## src/rtl/fb_pkg.sv

```systemverilog
// fb_pkg: shared definitions for the framebuffer zoom copy sequencer.
//  - fb_state_e : sequencer state encoding (IDLE, CLEAR, RUN, DRAIN, DONE)
//  - ZOOM_1X/2X/4X : zoom_sel encodings (3 behaves as 1x)
//  - zoom_shift() : zoom_sel -> coordinate shift (0, 1 or 2)
//  - FB_IMG_W/FB_IMG_H/FB_AW/FB_DW : default image geometry and bus widths
package fb_pkg;

  localparam int FB_IMG_W = 160;
  localparam int FB_IMG_H = 120;
  localparam int FB_AW    = 19;
  localparam int FB_DW    = 8;

  typedef enum logic [2:0] {
    ST_IDLE  = 3'd0,
    ST_CLEAR = 3'd1,
    ST_RUN   = 3'd2,
    ST_DRAIN = 3'd3,
    ST_DONE  = 3'd4
  } fb_state_e;

  localparam logic [1:0] ZOOM_1X = 2'd0;
  localparam logic [1:0] ZOOM_2X = 2'd1;
  localparam logic [1:0] ZOOM_4X = 2'd2;

  // Map zoom selection to a shift amount; the unused code 3 falls back to 1x.
  function automatic logic [1:0] zoom_shift(input logic [1:0] zoom_sel);
    logic [1:0] s;
    case (zoom_sel)
      ZOOM_2X: s = 2'd1;
      ZOOM_4X: s = 2'd2;
      default: s = 2'd0;
    endcase
    return s;
  endfunction

endpackage

```

## src/rtl/fb_lat_pipe.sv

```systemverilog
// fb_lat_pipe: LAT-stage shift register, async-reset to zero. Carries the
// {issue valid, destination address} pair so it lines up with ROM read data.
// Ports:
//  clk   in   1  clock
//  rst   in   1  asynchronous, active-high reset
//  din   in   W  value entering the first stage
//  dout  out  W  value leaving the last stage (LAT cycles later)
module fb_lat_pipe #(
  parameter int LAT = 1,
  parameter int W   = 20
) (
  input  logic         clk,
  input  logic         rst,
  input  logic [W-1:0] din,
  output logic [W-1:0] dout
);

  logic [W-1:0] stage_q [LAT];
  logic [W-1:0] stage_d [LAT];

  // Next value of every stage: input feeds stage 0, each stage feeds the next.
  always_comb begin
    stage_d[0] = din;
    for (int i = 1; i < LAT; i++) begin
      stage_d[i] = stage_q[i-1];
    end
  end

  // Stage registers.
  always_ff @(posedge clk or posedge rst) begin
    if (rst) begin
      for (int i = 0; i < LAT; i++) begin
        stage_q[i] <= {W{1'b0}};
      end
    end else begin
      for (int i = 0; i < LAT; i++) begin
        stage_q[i] <= stage_d[i];
      end
    end
  end

  assign dout = stage_q[LAT-1];

endmodule

```

## src/rtl/fb_zoom_sequencer.sv

```systemverilog
// fb_zoom_sequencer: copies the source image ROM into the framebuffer RAM with
// a nearest-neighbour zoom of 1x, 2x or 4x. Destination pixels are walked in
// raster order; one ROM address is issued per cycle and the matching RAM write
// happens ROM_LAT cycles later.
// Optional feature macro: FB_CLEAR_EN -- when defined, each accepted start first
// zero-fills framebuffer addresses 0..FB_WORDS-1 (CLEAR state) before copying.
// Ports:
//  clk        in   1   pixel clock
//  reset      in   1   asynchronous, active-high
//  start      in   1   copy request, accepted only in IDLE
//  zoom_sel   in   2   0=1x 1=2x 2=4x 3=1x, sampled on the accepted start
//  busy       out  1   copy in progress
//  done       out  1   one-cycle pulse after the last RAM write
//  rom_addr   out  AW  source pixel address
//  rom_data   in   DW  ROM data, valid ROM_LAT cycles after rom_addr
//  ram_wraddr out  AW  framebuffer write address
//  ram_data   out  DW  framebuffer write data
//  ram_wren   out  1   framebuffer write enable
module fb_zoom_sequencer
  import fb_pkg::*;
#(
  parameter int IMG_W   = FB_IMG_W,
  parameter int IMG_H   = FB_IMG_H,
  parameter int AW      = FB_AW,
  parameter int DW      = FB_DW,
  parameter int ROM_LAT = 1
`ifdef FB_CLEAR_EN
  ,
  parameter int FB_WORDS = 307200
`endif
) (
  input  logic          clk,
  input  logic          reset,
  input  logic          start,
  input  logic [1:0]    zoom_sel,
  output logic          busy,
  output logic          done,
  output logic [AW-1:0] rom_addr,
  input  logic [DW-1:0] rom_data,
  output logic [AW-1:0] ram_wraddr,
  output logic [DW-1:0] ram_data,
  output logic          ram_wren
);

  localparam logic [AW-1:0] ZERO_A     = {AW{1'b0}};
  localparam logic [AW-1:0] ONE_A      = {{(AW-1){1'b0}}, 1'b1};
  localparam logic [AW-1:0] IMG_W_C    = AW'(IMG_W);
  localparam logic [AW-1:0] IMG_H_C    = AW'(IMG_H);
  localparam logic [1:0]    DRAIN_LAST = 2'(ROM_LAT - 1);
`ifdef FB_CLEAR_EN
  localparam logic [AW-1:0] CLR_LAST   = AW'(FB_WORDS - 1);
`endif

  fb_state_e     state_q, state_d;
  logic [1:0]    shift_q, shift_d;
  logic [AW-1:0] dx_q, dx_d;
  logic [AW-1:0] dy_q, dy_d;
  logic [AW-1:0] dst_q, dst_d;
  logic [AW-1:0] rom_addr_q, rom_addr_d;
  logic          issue_q, issue_d;
  logic [1:0]    drain_q, drain_d;
  logic          busy_q, busy_d;
  logic          done_q, done_d;
`ifdef FB_CLEAR_EN
  logic [AW-1:0] clr_addr_q, clr_addr_d;
  logic          clr_wren_q, clr_wren_d;
`endif

  logic [AW-1:0] dst_w_s, dst_h_s;
  logic [AW-1:0] nx_s, ny_s, next_rom_s;
  logic          last_x_s, last_y_s;
  logic [AW:0]   pipe_out_s;
  logic          wr_valid_s;
  logic [AW-1:0] wr_addr_s;

  // Destination geometry and the coordinates/source address of the next pixel.
  // The source address uses only shifts plus a constant multiply by IMG_W.
  always_comb begin
    dst_w_s    = IMG_W_C << shift_q;
    dst_h_s    = IMG_H_C << shift_q;
    last_x_s   = (dx_q == (dst_w_s - ONE_A));
    last_y_s   = (dy_q == (dst_h_s - ONE_A));
    if (last_x_s) begin
      nx_s = ZERO_A;
      ny_s = dy_q + ONE_A;
    end else begin
      nx_s = dx_q + ONE_A;
      ny_s = dy_q;
    end
    next_rom_s = ((ny_s >> shift_q) * IMG_W_C) + (nx_s >> shift_q);
  end

  // Next-state and next-output logic for the sequencer FSM.
  always_comb begin
    state_d    = state_q;
    shift_d    = shift_q;
    dx_d       = dx_q;
    dy_d       = dy_q;
    dst_d      = dst_q;
    rom_addr_d = rom_addr_q;
    issue_d    = 1'b0;
    drain_d    = drain_q;
`ifdef FB_CLEAR_EN
    clr_addr_d = clr_addr_q;
    clr_wren_d = 1'b0;
`endif
    case (state_q)
      ST_IDLE: begin
        if (start) begin
          shift_d = zoom_shift(zoom_sel);
`ifdef FB_CLEAR_EN
          state_d    = ST_CLEAR;
          clr_addr_d = ZERO_A;
          clr_wren_d = 1'b1;
`else
          // First pixel (0,0) is presented on rom_addr in the very next cycle.
          state_d    = ST_RUN;
          dx_d       = ZERO_A;
          dy_d       = ZERO_A;
          dst_d      = ZERO_A;
          rom_addr_d = ZERO_A;
          issue_d    = 1'b1;
`endif
        end else begin
          state_d = ST_IDLE;
        end
      end
`ifdef FB_CLEAR_EN
      ST_CLEAR: begin
        if (clr_addr_q == CLR_LAST) begin
          state_d    = ST_RUN;
          dx_d       = ZERO_A;
          dy_d       = ZERO_A;
          dst_d      = ZERO_A;
          rom_addr_d = ZERO_A;
          issue_d    = 1'b1;
        end else begin
          clr_addr_d = clr_addr_q + ONE_A;
          clr_wren_d = 1'b1;
        end
      end
`endif
      ST_RUN: begin
        if (last_x_s && last_y_s) begin
          state_d = ST_DRAIN;
          drain_d = 2'd0;
        end else begin
          dx_d       = nx_s;
          dy_d       = ny_s;
          dst_d      = dst_q + ONE_A;
          rom_addr_d = next_rom_s;
          issue_d    = 1'b1;
        end
      end
      ST_DRAIN: begin
        // Wait for the last issued pixel to leave the latency pipe.
        if (drain_q == DRAIN_LAST) begin
          state_d = ST_DONE;
        end else begin
          drain_d = drain_q + 2'd1;
        end
      end
      ST_DONE: begin
        state_d = ST_IDLE;
      end
      default: begin
        state_d = ST_IDLE;
      end
    endcase
    busy_d = (state_d == ST_CLEAR) || (state_d == ST_RUN) || (state_d == ST_DRAIN);
    done_d = (state_d == ST_DONE);
  end

  // Sequencer state and registered outputs.
  always_ff @(posedge clk or posedge reset) begin
    if (reset) begin
      state_q    <= ST_IDLE;
      shift_q    <= 2'd0;
      dx_q       <= ZERO_A;
      dy_q       <= ZERO_A;
      dst_q      <= ZERO_A;
      rom_addr_q <= ZERO_A;
      issue_q    <= 1'b0;
      drain_q    <= 2'd0;
      busy_q     <= 1'b0;
      done_q     <= 1'b0;
    end else begin
      state_q    <= state_d;
      shift_q    <= shift_d;
      dx_q       <= dx_d;
      dy_q       <= dy_d;
      dst_q      <= dst_d;
      rom_addr_q <= rom_addr_d;
      issue_q    <= issue_d;
      drain_q    <= drain_d;
      busy_q     <= busy_d;
      done_q     <= done_d;
    end
  end

`ifdef FB_CLEAR_EN
  // Clear-pass write address/enable registers.
  always_ff @(posedge clk or posedge reset) begin
    if (reset) begin
      clr_addr_q <= ZERO_A;
      clr_wren_q <= 1'b0;
    end else begin
      clr_addr_q <= clr_addr_d;
      clr_wren_q <= clr_wren_d;
    end
  end
`endif

  fb_lat_pipe #(
    .LAT (ROM_LAT),
    .W   (AW + 1)
  ) u_lat_pipe (
    .clk  (clk),
    .rst  (reset),
    .din  ({issue_q, dst_q}),
    .dout (pipe_out_s)
  );

  assign wr_valid_s = pipe_out_s[AW];
  assign wr_addr_s  = pipe_out_s[AW-1:0];

  assign busy     = busy_q;
  assign done     = done_q;
  assign rom_addr = rom_addr_q;
  // Data is forced to zero outside image writes so reset and clear show 0.
  assign ram_data = wr_valid_s ? rom_data : {DW{1'b0}};
`ifdef FB_CLEAR_EN
  // Clear writes and image writes never overlap: the first image write lands
  // ROM_LAT cycles after the clear pass ends.
  assign ram_wren   = wr_valid_s | clr_wren_q;
  assign ram_wraddr = clr_wren_q ? clr_addr_q : wr_addr_s;
`else
  assign ram_wren   = wr_valid_s;
  assign ram_wraddr = wr_addr_s;
`endif

endmodule

```

## config.mk

```make
export PLATFORM = sky130hd
export DESIGN_NAME = fb_zoom_sequencer
export DESIGN_NICKNAME = d
export VERILOG_FILES = /design/src/rtl/fb_pkg.sv /design/src/rtl/fb_lat_pipe.sv /design/src/rtl/fb_zoom_sequencer.sv
export SDC_FILE = /design/constraint.sdc
export NUM_CORES = 1
export LEC_CHECK = 0
export BUFFER_PORTS_ARGS = -buffer_cell sky130_fd_sc_hd__clkbuf_2
export CORE_UTILIZATION = 55
export DETAILED_ROUTE_END_ITERATION = 12
export PLACE_DENSITY = 0.8
export SYNTH_ARGS = -nofsm -noshare
export SYNTH_HDL_FRONTEND = slang
export SYNTH_SLANG_ARGS = --single-unit
```

## constraint.sdc

```tcl
create_clock -name clk -period 7.05 [get_ports clk]
set_clock_uncertainty 0.2 [all_clocks]
set_input_delay 0 -clock clk [delete_from_list [all_inputs] [get_ports clk]]
set_output_delay 0 -clock clk [all_outputs]
set_load 0.03 [all_outputs]
```

==> qor.csv, run 1 <==
stage;metric;value;unit
worst_setup_path;worst endpoint required time;7090;ps
yosys;Syn Area/Cell;8.53;um2
detailed_routing;DR vias/cell;6.07;
clock_tree;TritonCTS Buffers;9;
detailed_routing;WL final;18000;um
clock_tree;Max clock buf depth;2;
detailed_routing;routed vias;6546;
final_layout;layout cell share with drive strength beyond 1;13.0;%
detailed_routing;drt pass-1 iters;5;
worst_setup_path;critical path arrival;6690;ps
global_route;initial antenna violation count;0;
yosys;Yosys top cell area share;36.3;%
power_and_ir_drop;Lkg Pwr;3.64;nW
detailed_routing;wire per inst;16.7;um
place;Final GP Congestion;0.931;
floorplan;Initial Util;57.3;%
final_layout;area grow syn2layout;12.0;%
yosys;Post-synth ARST share;100;%
global_route;largest net degree at the start of global routing;78;
detailed_routing;Iteration-0 DRC Markers;517;
power_and_ir_drop;Clock power frac;44.8;%
sta;min cycle time layout;6660;ps
worst_setup_path;CP max stage delay;540;ps
clock_tree;CTS tree;yes;
worst_setup_path;Crit Path Category;flop to flop;
yosys;mux contribution to synthesized area;2.67;%
sta;hold slack;-18.5;ps
power_and_ir_drop;total power;1.15;mW
place;number of port buffers;61;
worst_setup_path;critical-path maximum fanout;14;
yosys;Syn Nets;919;
yosys;Seq/Total Area, Yosys;36.3;%
worst_setup_path;critical path endpoint category;flop;
outcome;status;finished, violations left;
worst_setup_path;r2r setup slk;390;ps
final_layout;Non-Filler Instances;1078;
clock_tree;clk slew on worst S/H paths;80;ps
floorplan;die area;0.0138;mm2
yosys;Yosys cell types;58;
worst_setup_path;Critical Path Stages;26;
worst_setup_path;type of origin of the critical path;flop;
yosys;Synth Register Bits;106;
floorplan;Core Area;0.0128;mm2
yosys;Synth Instances;858;
worst_setup_path;reg2reg end;rom_addr[18]$_DFFE_PP0P_;
sta;Final Max Slew Viols;0;
floorplan;chip width;117;um
power_and_ir_drop;VDD IR max;0.175;mV
yosys;number of flops mapped to enable cells by yosys;0;
power_and_ir_drop;Net Sw Frac;24.6;%
worst_setup_path;CP most frequent cell;ha_1;
yosys;Post-synth top cells;106 x dfrtp_1, 94 x nand2_1, 86 x nor2_1, 82 x o21ai_0, 46 x ha_1;
place;Placed Area;0.00780;mm2
detailed_routing;DRC Markers;0;
place;DP Cell Count;1056;
floorplan;# rows;41;
yosys;leading area contributor after synthesis;dfrtp_1;
power_and_ir_drop;Sw Pwr;0.283;mW
final_layout;# nets final;962;
detailed_routing;post-route antenna net violation count;0;
floorplan;Die Span Y;117;um
place;post-DP HPWL;12700;um
worst_setup_path;Worst Path Buf+Inv;1;
sta;Fmax;150;MHz
power_and_ir_drop;share of power burned in registers;52.8;%
sta;Fin. Hold Viols;25;
global_route;All-Layer GR Usage;27.3;%
clock_tree;clock sinks;106;
final_layout;final instance area;0.00820;mm2
clock_tree;worst skew pair latency;360;ps
worst_setup_path;Critical-path top delay cell;or4_1;
floorplan;IO Count;62;
outcome;failing checks;hold timing;
yosys;adder and majority gate portion of the synthesized area;8.41;%
yosys;Synth Area in Simple Gates;19.8;%
yosys;mapped cell area;0.00732;mm2
power_and_ir_drop;internal power;0.866;mW
global_route;vias in the first global route;6160;
sta;# setup viols final;0;
worst_setup_path;worst r2r path cells;26;
yosys;count leader, synth;dfrtp_1;
sta;Setup TNS;0;ps
yosys;main combinational cell family by area after synthesis;compound AO/OA/AOI/OAI gates;
worst_setup_path;reg-to-reg startpoint;shift_q[0]$_DFFE_PP0P_;
clock_tree;H-tree depth;3;
yosys;Ys Warns;0;
yosys;Area contributors post-synth;dfrtp_1 36%, ha_1 7.9%, o21ai_0 5.6%, nand2_1 4.8%, xor2_1 4.5%;
clock_tree;root buffer cell;clkbuf_16;
worst_setup_path;CP top delay family;compound AO/OA/AOI/OAI gates;
power_and_ir_drop;Comb power frac;2.3;%
yosys;Post-Synth XOR/XNOR Area;9.05;%
worst_setup_path;Worst Setup EP;rom_addr[18]$_DFFE_PP0P_;
yosys;Main synth FF type;dfrtp_1;
global_route;global route overflow;0;
global_route;first-pass GRT wire length;30700;um
yosys;Compound-Gate Fraction of Synth Area;19.9;%
sta;Slew @ Worst Pin;1140;ps
final_layout;diode count;0;
flow_run;max cap viols;0;
sta;fin crit share;94.4;%
sta;relative slew slack;23.4;%
hold_path;worst hold path type;input port to async pin;
power_and_ir_drop;power per cell area;140;mW/mm2
worst_setup_path;critical path launch point;shift_q[0]$_DFFE_PP0P_;
==> worst min-delay path: stages <==
cell and delay (ps):
dlygate4sd3_1 530, clkbuf_2 120, inv_4 310
==> power groups by stage <==
stage               Combinational (mW)  Clock, mW  Sequential, mW
global route                    0.0306      0.541           0.607
floorplan                       0.0160          0           0.620
detailed placement              0.0260          0           0.620
global placement                0.0255          0           0.620
CTS                             0.0279      0.521           0.607
finish                          0.0268      0.516           0.607
==> layer usage <==
metal / vias to the layer above / wire, um / GRT usage [%]
li1: 3174 / - / -
met1: 3063 / 8080 / 37.9
met2: 263 / 8270 / 42.7
met3: 46 / 1120 / 3.70
met4: 0 / 552 / 11.4
met5: - / 0 / 0
==> worst min path at each step <==
stage                startpoint                  endpoint  slack (ps)  cells past startpoint
finish                    reset  rom_addr[18]$_DFFE_PP0P_         -20                      3
global route              reset  rom_addr[18]$_DFFE_PP0P_          40                      3
CTS                       reset  rom_addr[18]$_DFFE_PP0P_           2                      3
detailed placement        reset  rom_addr[18]$_DFFE_PP0P_        -170                      2
global placement          reset  rom_addr[18]$_DFFE_PP0P_        -190                      2
floorplan           zoom_sel[0]    shift_q[0]$_DFFE_PP0P_         -50                      2
==> sequential cells by signal, indices dropped and copies added (netlist names) <==
name	count
dx_q	19
drain_q	2
state_q	3
shift_q	2
busy	1
dst_q	19
done	1
dy_q	19
rom_addr	19
issue_q	1
u_lat_pipe.dout	20
==> placed cells by master, fill, tap and decap left out, types with 6 or more instances in the layout <==
cell type  synthesis  final
a22o_1            10     10
a21oi_1           40     39
clkbuf_16          0      9
nand4_1           13     13
buf_4              0     19
nor2_1            86     86
a21o_1            13     13
xor2_1            38     38
o41ai_1            7      6
clkbuf_2           0     61
o21ai_0           82     81
inv_1             21     20
a211oi_1           7      7
mux2i_1           15     15
dfrtp_1          106    105
nor4_1             7      7
xnor2_1           35     35
o31ai_1           16     15
nand3_1           31     31
nand2_1           94     94
or4_1              9      9
ha_1              46     46
nor3_1            13     11
and3_1            13     13
and2_1            11     11
or3_1             12     11
o22ai_1            6      6
a31oi_1           14     14
==> cells by family after synthesis <==
family / count (synthesis)
multiplexers: 19
XOR/XNOR: 74
buffers and inverters: 76
adder cells (fa/ha/maj): 48
AO/OA/AOI/OAI: 229
AND/OR/NAND/NOR: 306
flip-flops: 106
==> metrics by stage <==
stage / hold WS, ps / util (%) / worst slack, ps
2_1_floorplan: -52.5 / - / 5.39
3_3_place_gp: -186 / 61.0 / 442
3_5_place_dp: -173 / 61.0 / 226
4_1_cts: 1.83 / 63.8 / 209
5_1_grt: 37.2 / 64.2 / -40.3
6_report: -18.5 / 64.2 / 392
==> area by class of cell <==
| class | count | area (um2) |
|---|---|---|
| clock buffers | 9 | 225 |
| clock inverters | 7 | 77.6 |
| fillers | 1061 | 4580 |
| inverters | 22 | 87.6 |
| multi-input cells | 676 | 4430 |
| flip-flops and latches | 106 | 2650 |
| well taps | 172 | 215 |
| repair buffers | 86 | 509 |
==> timing repair <==
item                                    4_1_cts  5_1_grt
hold buffers                                  5        0
endpoints found under the setup margin        0        4
hold endpoints to repair                     33        0
buffers inserted                              0        1
resized for setup                             0        8
No activity file was read; power rests on OpenSTA's default activity.
==> run 2, diff against run 1 <==
--- a/config.mk
+++ b/config.mk
@@ -6,9 +6,10 @@
 export NUM_CORES = 1
 export LEC_CHECK = 0
 export BUFFER_PORTS_ARGS = -buffer_cell sky130_fd_sc_hd__clkbuf_2
-export CORE_UTILIZATION = 55
+export CORE_UTILIZATION = 56
+export CTS_CLUSTER_SIZE = 25
 export DETAILED_ROUTE_END_ITERATION = 12
-export PLACE_DENSITY = 0.8
+export PLACE_DENSITY = 0.78
 export SYNTH_ARGS = -nofsm -noshare
 export SYNTH_HDL_FRONTEND = slang
 export SYNTH_SLANG_ARGS = --single-unit
==> constraint.sdc (replaced) <==
create_clock -name clk -period 8.4 [get_ports clk]
set_clock_uncertainty 0.2 [all_clocks]
set_input_delay 0 -clock clk [delete_from_list [all_inputs] [get_ports clk]]
set_output_delay 0 -clock clk [all_outputs]
set_load 0.03 [all_outputs]
==> run 2 against run 1 <==
Against the previous run: worst setup slack improved by 410 ps; largest cell class unchanged; first-iteration DRC count rose by 25%; clock power down 18%; critical endpoint unchanged; sequential power fell by 16%; the flow now finishes without violations; utilization fell by 0.39 points; die area down 1.8%; critical path depth unchanged; global-route usage rose by 0.59 points.
==> qor.csv, run 2 (synthesis results as in run 1) <==
stage;metric;value;unit;change
clock_tree;clock sinks;106;;unchanged
final_layout;most common cell after layout, fill and taps aside;dfrtp_1;;
place;post-DP HPWL;12100;um;-4.4%
worst_setup_path;worst endpoint required time;8430;ps;+1340 ps
detailed_routing;routed vias;6494;;-0.79%
global_route;global route overflow;0;;unchanged
clock_tree;H-tree depth;3;;unchanged
final_layout;Non-Filler Instances;1069;;-0.83%
detailed_routing;drt pass-1 iters;5;;unchanged
worst_setup_path;Critical-path top delay cell;a2111o_1;;
power_and_ir_drop;Lkg Pwr;3.59;nW;-1.5%
sta;hold slack;26.0;ps;+44.5 ps
global_route;initial antenna violation count;0;;unchanged
worst_setup_path;critical path endpoint category;flop;;
detailed_routing;post-route antenna net violation count;0;;unchanged
worst_setup_path;Crit Path Category;flop to flop;;
global_route;first-pass GRT wire length;29600;um;-3.8%
flow_run;max cap viols;0;;unchanged
floorplan;# rows;41;;unchanged
final_layout;most frequent cells in the layout;105 x dfrtp_1, 94 x nand2_1, 86 x nor2_1;;
clock_tree;Max clock buf depth;2;;unchanged
sta;min cycle time layout;7600;ps;+940 ps
sta;relative slew slack;40.8;%;+17 points
floorplan;die area;0.0135;mm2;-1.8%
detailed_routing;DR vias/cell;6.07;;about the same
detailed_routing;DRC Markers;0;;unchanged
global_route;vias in the first global route;5938;;-3.6%
worst_setup_path;critical-path maximum fanout;19;;+5
place;number of port buffers;61;;unchanged
clock_tree;CTS tree;yes;;
sta;Fmax;132;MHz;-12%
clock_tree;root buffer cell;clkbuf_16;;
global_route;largest net degree at the start of global routing;67;;-14%
detailed_routing;WL final;17500;um;-2.9%
detailed_routing;wire per inst;16.4;um;-2.1%
global_route;All-Layer GR Usage;27.9;%;+0.59 points
clock_tree;cts hold-fix bufs;5;;unchanged
worst_setup_path;critical path arrival;7630;ps;+940 ps
place;DP Cell Count;1048;;-0.76%
worst_setup_path;CP max stage delay;620;ps;+80 ps
hold_path;worst hold path type;input port to async pin;;
clock_tree;worst skew pair latency;370;ps;about the same
place;Final GP Congestion;0.906;;-2.7%
floorplan;Die Span Y;116;um;-0.88%
outcome;status;finished clean;;
worst_setup_path;CP most frequent cell;ha_1;;
power_and_ir_drop;power per cell area;118;mW/mm2;-16%
sta;Setup TNS;0;ps;unchanged
clock_tree;postcts setup bufs;0;;unchanged
floorplan;chip width;116;um;-0.88%
sta;Fin. Hold Viols;0;;-100%
power_and_ir_drop;VDD IR max;0.100;mV;-43%
final_layout;# nets final;953;;-0.94%
sta;fin crit share;90.5;%;-4.0 points
floorplan;Core Area;0.0127;mm2;-0.80%
floorplan;Initial Util;57.7;%;+0.46 points
clock_tree;clk slew on worst S/H paths;80;ps;about the same
worst_setup_path;type of origin of the critical path;flop;;
power_and_ir_drop;Sw Pwr;0.225;mW;-21%
sta;RSZ-0062 raised after global routing;no;;
power_and_ir_drop;Net Sw Frac;23.5;%;-1.1 points
final_layout;layout cell share with drive strength beyond 1;11.7;%;-1.3 points
clock_tree;TritonCTS Buffers;9;;unchanged
power_and_ir_drop;internal power;0.732;mW;-16%
power_and_ir_drop;share of power burned in registers;53.3;%;+0.5 points
sta;Final Max Slew Viols;0;;unchanged
power_and_ir_drop;Comb power frac;2.3;%;about the same
sta;# setup viols final;0;;unchanged
final_layout;max reg flops;20;;unchanged
detailed_routing;Iteration-0 DRC Markers;645;;+25%
final_layout;diode count;0;;unchanged
clock_tree;CTS resizes;0;;unchanged
power_and_ir_drop;Clock power frac;44.4;%;-0.4 points
final_layout;area grow syn2layout;10.5;%;
sta;Slew @ Worst Pin;881;ps;-257 ps
floorplan;IO Count;62;;unchanged
-- run 2: power groups by stage --
stage / Clock [mW] / Combinational [mW] / Sequential (mW)
3_5_place_dp: 0 / 0.0216 / 0.520
4_1_cts: 0.432 / 0.0231 / 0.510
2_1_floorplan: 0 / 0.0134 / 0.520
5_1_grt: 0.449 / 0.0259 / 0.510
3_3_place_gp: 0 / 0.0214 / 0.520
6_report: 0.425 / 0.0222 / 0.510
-- run 2: path summary, 6_finish.rpt --
kind	start	to	slack [ps]	depth (start not counted)
hold / removal	reset	dy_q[11]$_DFFE_PP0P_	30	3
max in group asynchronous	reset	shift_q[0]$_DFFE_PP0P_	6720	4
setup / recovery	shift_q[1]$_DFFE_PP0P_	rom_addr[18]$_DFFE_PP0P_	800	26
hold reg to reg	issue_q$_DFF_PP0_	u_lat_pipe.dout[19]$_DFF_PP0_	170	0
min in group clk	issue_q$_DFF_PP0_	u_lat_pipe.dout[19]$_DFF_PP0_	170	0
setup reg to reg	shift_q[1]$_DFFE_PP0P_	rom_addr[18]$_DFFE_PP0P_	800	26
-- run 2: metal layers --
metal,global-route usage (%),up-vias,routed length [um]
li1,-,3146,-
met1,38.8,3076,8190
met2,43.3,231,7860
met3,5.66,41,1030
met4,9.49,0,419
met5,0,-,0
-- run 2: cell type report --
type | count | area, um2
flip-flops and latches | 106 | 2650
fillers | 1091 | 4590
multi-input cells | 676 | 4400
clock buffers | 10 | 239
well taps | 172 | 215
repair buffers | 77 | 438
clock inverters | 6 | 56.3
inverters | 22 | 85.1
-- run 2: metrics by stage --
step           cell area, um2  power [mW]  setup WS, ps  utilization, %
4_1_cts                  8080       0.965           960            63.8
3_3_place_gp             7740       0.541          1200            61.1
2_1_floorplan            7320       0.533          1130               -
3_5_place_dp             7740       0.542          1000            61.1
5_1_grt                  8080       0.984           307            63.8
6_report                 8080       0.957           802            63.8
-- run 2: worst max-delay path: cells and delay by family (launching register included) --
| kind | cells | cell delay, ps |
|---|---|---|
| xor gates and xnor gates | 2 | 250 |
| adders and majority gates | 5 | 1650 |
| buffers and inverters | 1 | 350 |
| muxes | 1 | 200 |
| and+or+nand+nor | 5 | 1840 |
| DFF | 1 | 440 |
| AOI/OAI and AO/OA | 12 | 2540 |
==> run 3, diff against run 2 <==
--- a/config.mk
+++ b/config.mk
@@ -6,10 +6,10 @@
 export NUM_CORES = 1
 export LEC_CHECK = 0
 export BUFFER_PORTS_ARGS = -buffer_cell sky130_fd_sc_hd__clkbuf_2
-export CORE_UTILIZATION = 56
+export CORE_UTILIZATION = 45
 export CTS_CLUSTER_SIZE = 25
 export DETAILED_ROUTE_END_ITERATION = 12
-export PLACE_DENSITY = 0.78
+export PLACE_DENSITY = 0.66
 export SYNTH_ARGS = -nofsm -noshare
 export SYNTH_HDL_FRONTEND = slang
 export SYNTH_SLANG_ARGS = --single-unit
==> run 3 against run 2 <==
Against the previous run: sequential power barely moved; clock power rose by 5.6%; count of clock-buffer cells in the layout fell by 1; cell area rose by 1.2%; fmax rose by 2.6%; register-to-register slack improved by 190 ps; largest cell class unchanged.
==> qor.csv, run 3 (synthesis results as in run 1) <==
stage;metric;value;unit;change
power_and_ir_drop;Sw Pwr;0.248;mW;+10%
sta;Fmax;135;MHz;+2.6%
detailed_routing;post-route antenna net violation count;0;;unchanged
power_and_ir_drop;power per cell area;120;mW/mm2;+1.3%
worst_setup_path;type of origin of the critical path;flop;;
worst_setup_path;Critical-path top delay cell;or4_1;;
final_layout;max reg flops;20;;unchanged
clock_tree;CTS tree;yes;;
sta;min cycle time layout;7410;ps;-193 ps
power_and_ir_drop;Comb power frac;2.3;%;about the same
clock_tree;clk slew on worst S/H paths;80;ps;about the same
global_route;initial antenna violation count;0;;unchanged
sta;Setup TNS;0;ps;unchanged
outcome;status;finished clean;;
detailed_routing;routed vias;6432;;-0.95%
worst_setup_path;critical path arrival;7440;ps;-190 ps
worst_setup_path;reg2reg end;rom_addr[18]$_DFFE_PP0P_;;
worst_setup_path;critical path endpoint category;flop;;
final_layout;# nets final;956;;+0.31%
floorplan;Core Area;0.0159;mm2;+25%
detailed_routing;DR vias/cell;5.76;;-5.1%
sta;Final Max Slew Viols;0;;unchanged
clock_tree;CTS resizes;0;;unchanged
power_and_ir_drop;total power;0.981;mW;+2.6%
detailed_routing;drt pass-1 iters;7;;+2
final_layout;most common cell after layout, fill and taps aside;dfrtp_1;;
final_layout;Final Core Density;51.5;%;-12 points
detailed_routing;Iteration-0 DRC Markers;393;;-39%
place;Final GP Congestion;0.888;;-2.0%
sta;hold slack;155;ps;+129 ps
detailed_routing;wire per inst;16.2;um;-1.2%
power_and_ir_drop;Lkg Pwr;3.61;nW;+0.70%
floorplan;IO Count;62;;unchanged
sta;# setup viols final;0;;unchanged
floorplan;die area;0.0168;mm2;+24%
worst_setup_path;worst endpoint required time;8430;ps;about the same
worst_setup_path;r2r setup slk;990;ps;+190 ps
clock_tree;root buffer cell;clkbuf_16;;
sta;Slew @ Worst Pin;1100;ps;+214 ps
sta;fin crit share;88.2;%;-2.3 points
sta;Fin. Hold Viols;0;;unchanged
final_layout;diode count;0;;unchanged
detailed_routing;WL final;18000;um;+3.2%
worst_setup_path;Crit Path Category;flop to flop;;
power_and_ir_drop;VDD IR max;0.119;mV;+18%
final_layout;layout cell share with drive strength beyond 1;11.9;%;+0.18 points
power_and_ir_drop;internal power;0.733;mW;+0.22%
worst_setup_path;worst r2r path cells;27;;+3.8%
global_route;global route overflow;0;;unchanged
detailed_routing;DRC Markers;0;;unchanged
sta;RSZ-0062 raised after global routing;no;;
floorplan;chip width;130;um;+11%
final_layout;most frequent cells in the layout;105 x dfrtp_1, 94 x nand2_1, 86 x nor2_1;;
global_route;first-pass GRT wire length;29800;um;+0.77%
global_route;largest net degree at the start of global routing;81;;+21%
worst_setup_path;critical-path maximum fanout;19;;unchanged
worst_setup_path;CP top delay family;compound AO/OA/AOI/OAI gates;;
clock_tree;cts hold-fix bufs;6;;+1
hold_path;worst hold path type;flop to flop;;
worst_setup_path;CP most frequent cell;o21ai_0;;
global_route;All-Layer GR Usage;22.5;%;-5.4 points
clock_tree;clock sinks;106;;unchanged
hold_path;Min-Delay Path Depth;0;;
clock_tree;Max clock buf depth;2;;unchanged
worst_setup_path;reg-to-reg startpoint;shift_q[1]$_DFFE_PP0P_;;
power_and_ir_drop;Clock power frac;45.7;%;+1.3 points
final_layout;Layout fillers;1523;;+40%
final_layout;Non-Filler Instances;1116;;+4.4%
final_layout;area grow syn2layout;11.8;%;
global_route;vias in the first global route;5926;;-0.20%
clock_tree;H-tree depth;3;;unchanged
place;number of port buffers;61;;unchanged
power_and_ir_drop;share of power burned in registers;51.9;%;-1.4 points
worst_setup_path;Worst Path Buf+Inv;2;;+1
floorplan;Initial Util;46.1;%;-12 points
clock_tree;worst skew pair latency;360;ps;about the same
flow_run;max cap viols;0;;unchanged
power_and_ir_drop;Net Sw Frac;25.3;%;+1.8 points
clock_tree;postcts setup bufs;0;;unchanged
floorplan;Die Span Y;130;um;+11%
place;DP Cell Count;1094;;+4.4%
place;post-DP HPWL;12600;um;+3.9%
floorplan;# rows;46;;+12%
hold_path;HP Start;issue_q$_DFF_PP0_;;
clock_tree;TritonCTS Buffers;9;;unchanged
sta;relative slew slack;26.8;%;-14 points
worst_setup_path;CP max stage delay;520;ps;-100 ps
hold_path;Hold Path End;u_lat_pipe.dout[19]$_DFF_PP0_;;
run 3: cell types whose count changed in the layout (fill, tap and decap cells not counted):
cell,before,now
clkinvlp_4,1,0
buf_4,11,13
clkbuf_8,1,0
inv_6,1,2
clkinv_4,2,0
inv_12,0,1
clkinv_8,0,2
dlygate4sd3_1,5,6
run 3: cell type report:
cell class,count,area [um2],share of cell area [%]
timing repair buffer,80,463,5.66
multi-input combinational,676,4400,53.7
tap,216,270,3.30
clock buffer,9,225,2.75
sequential,106,2650,32.4
inverter,22,85.1,1.04
clock inverter,7,88.8,1.09
run 3: per-layer routing:
layer	vias up	track usage, %	routed length, um
met3	33	3.43	916
met1	3035	30.8	8470
li1	3159	-	-
met2	205	35.9	8260
met4	0	8.62	398
met5	-	0	0
run 3: how the worst max path moves through the flow:
stage	start	end	slack, ps	cells after the start
2_1_floorplan	shift_q[0]$_DFFE_PP0P_	rom_addr[18]$_DFFE_PP0P_	1130	31
3_3_place_gp	shift_q[0]$_DFFE_PP0P_	rom_addr[18]$_DFFE_PP0P_	1230	27
3_5_place_dp	shift_q[0]$_DFFE_PP0P_	rom_addr[18]$_DFFE_PP0P_	1050	27
4_1_cts	shift_q[0]$_DFFE_PP0P_	rom_addr[18]$_DFFE_PP0P_	1040	27
5_1_grt	shift_q[0]$_DFFE_PP0P_	rom_addr[18]$_DFFE_PP0P_	460	27
6_report	shift_q[1]$_DFFE_PP0P_	rom_addr[18]$_DFFE_PP0P_	990	27
run 3: metrics by stage:
step,setup slack [ps],cell area (um2)
2_1_floorplan,1130,7320
3_5_place_dp,1050,7810
5_1_grt,461,8180
6_report,995,8180
3_3_place_gp,1230,7810
4_1_cts,1040,8180
run 3: power groups by stage:
stage	sequential (mW)	combinational, mW	clock (mW)
after floorplan	0.520	0.0134	0
after global placement	0.520	0.0218	0
after detailed placement	0.520	0.0220	0
after CTS	0.510	0.0239	0.458
after global routing	0.510	0.0266	0.474
final	0.510	0.0229	0.449
run 3: worst reg2reg max path: stages, from the launching register on:
cell	delay, ps
dfrtp_1	500
inv_1	70
buf_4	210
ha_1	260
or4_1	520
or3_1	490
a2111oi_2	510
nand3_1	420
nor2_1	410
a31oi_1	70
o21ai_0	370
nor2_1	70
a21o_1	180
ha_1	340
fa_1	470
a21o_1	210
a21oi_1	180
xnor2_1	90
ha_1	360
and2_1	180
o21ai_0	140
o31ai_1	100
o21ai_0	230
nand2b_1	90
a21oi_1	220
o21ai_0	150
xnor2_1	170
o21ai_1	70
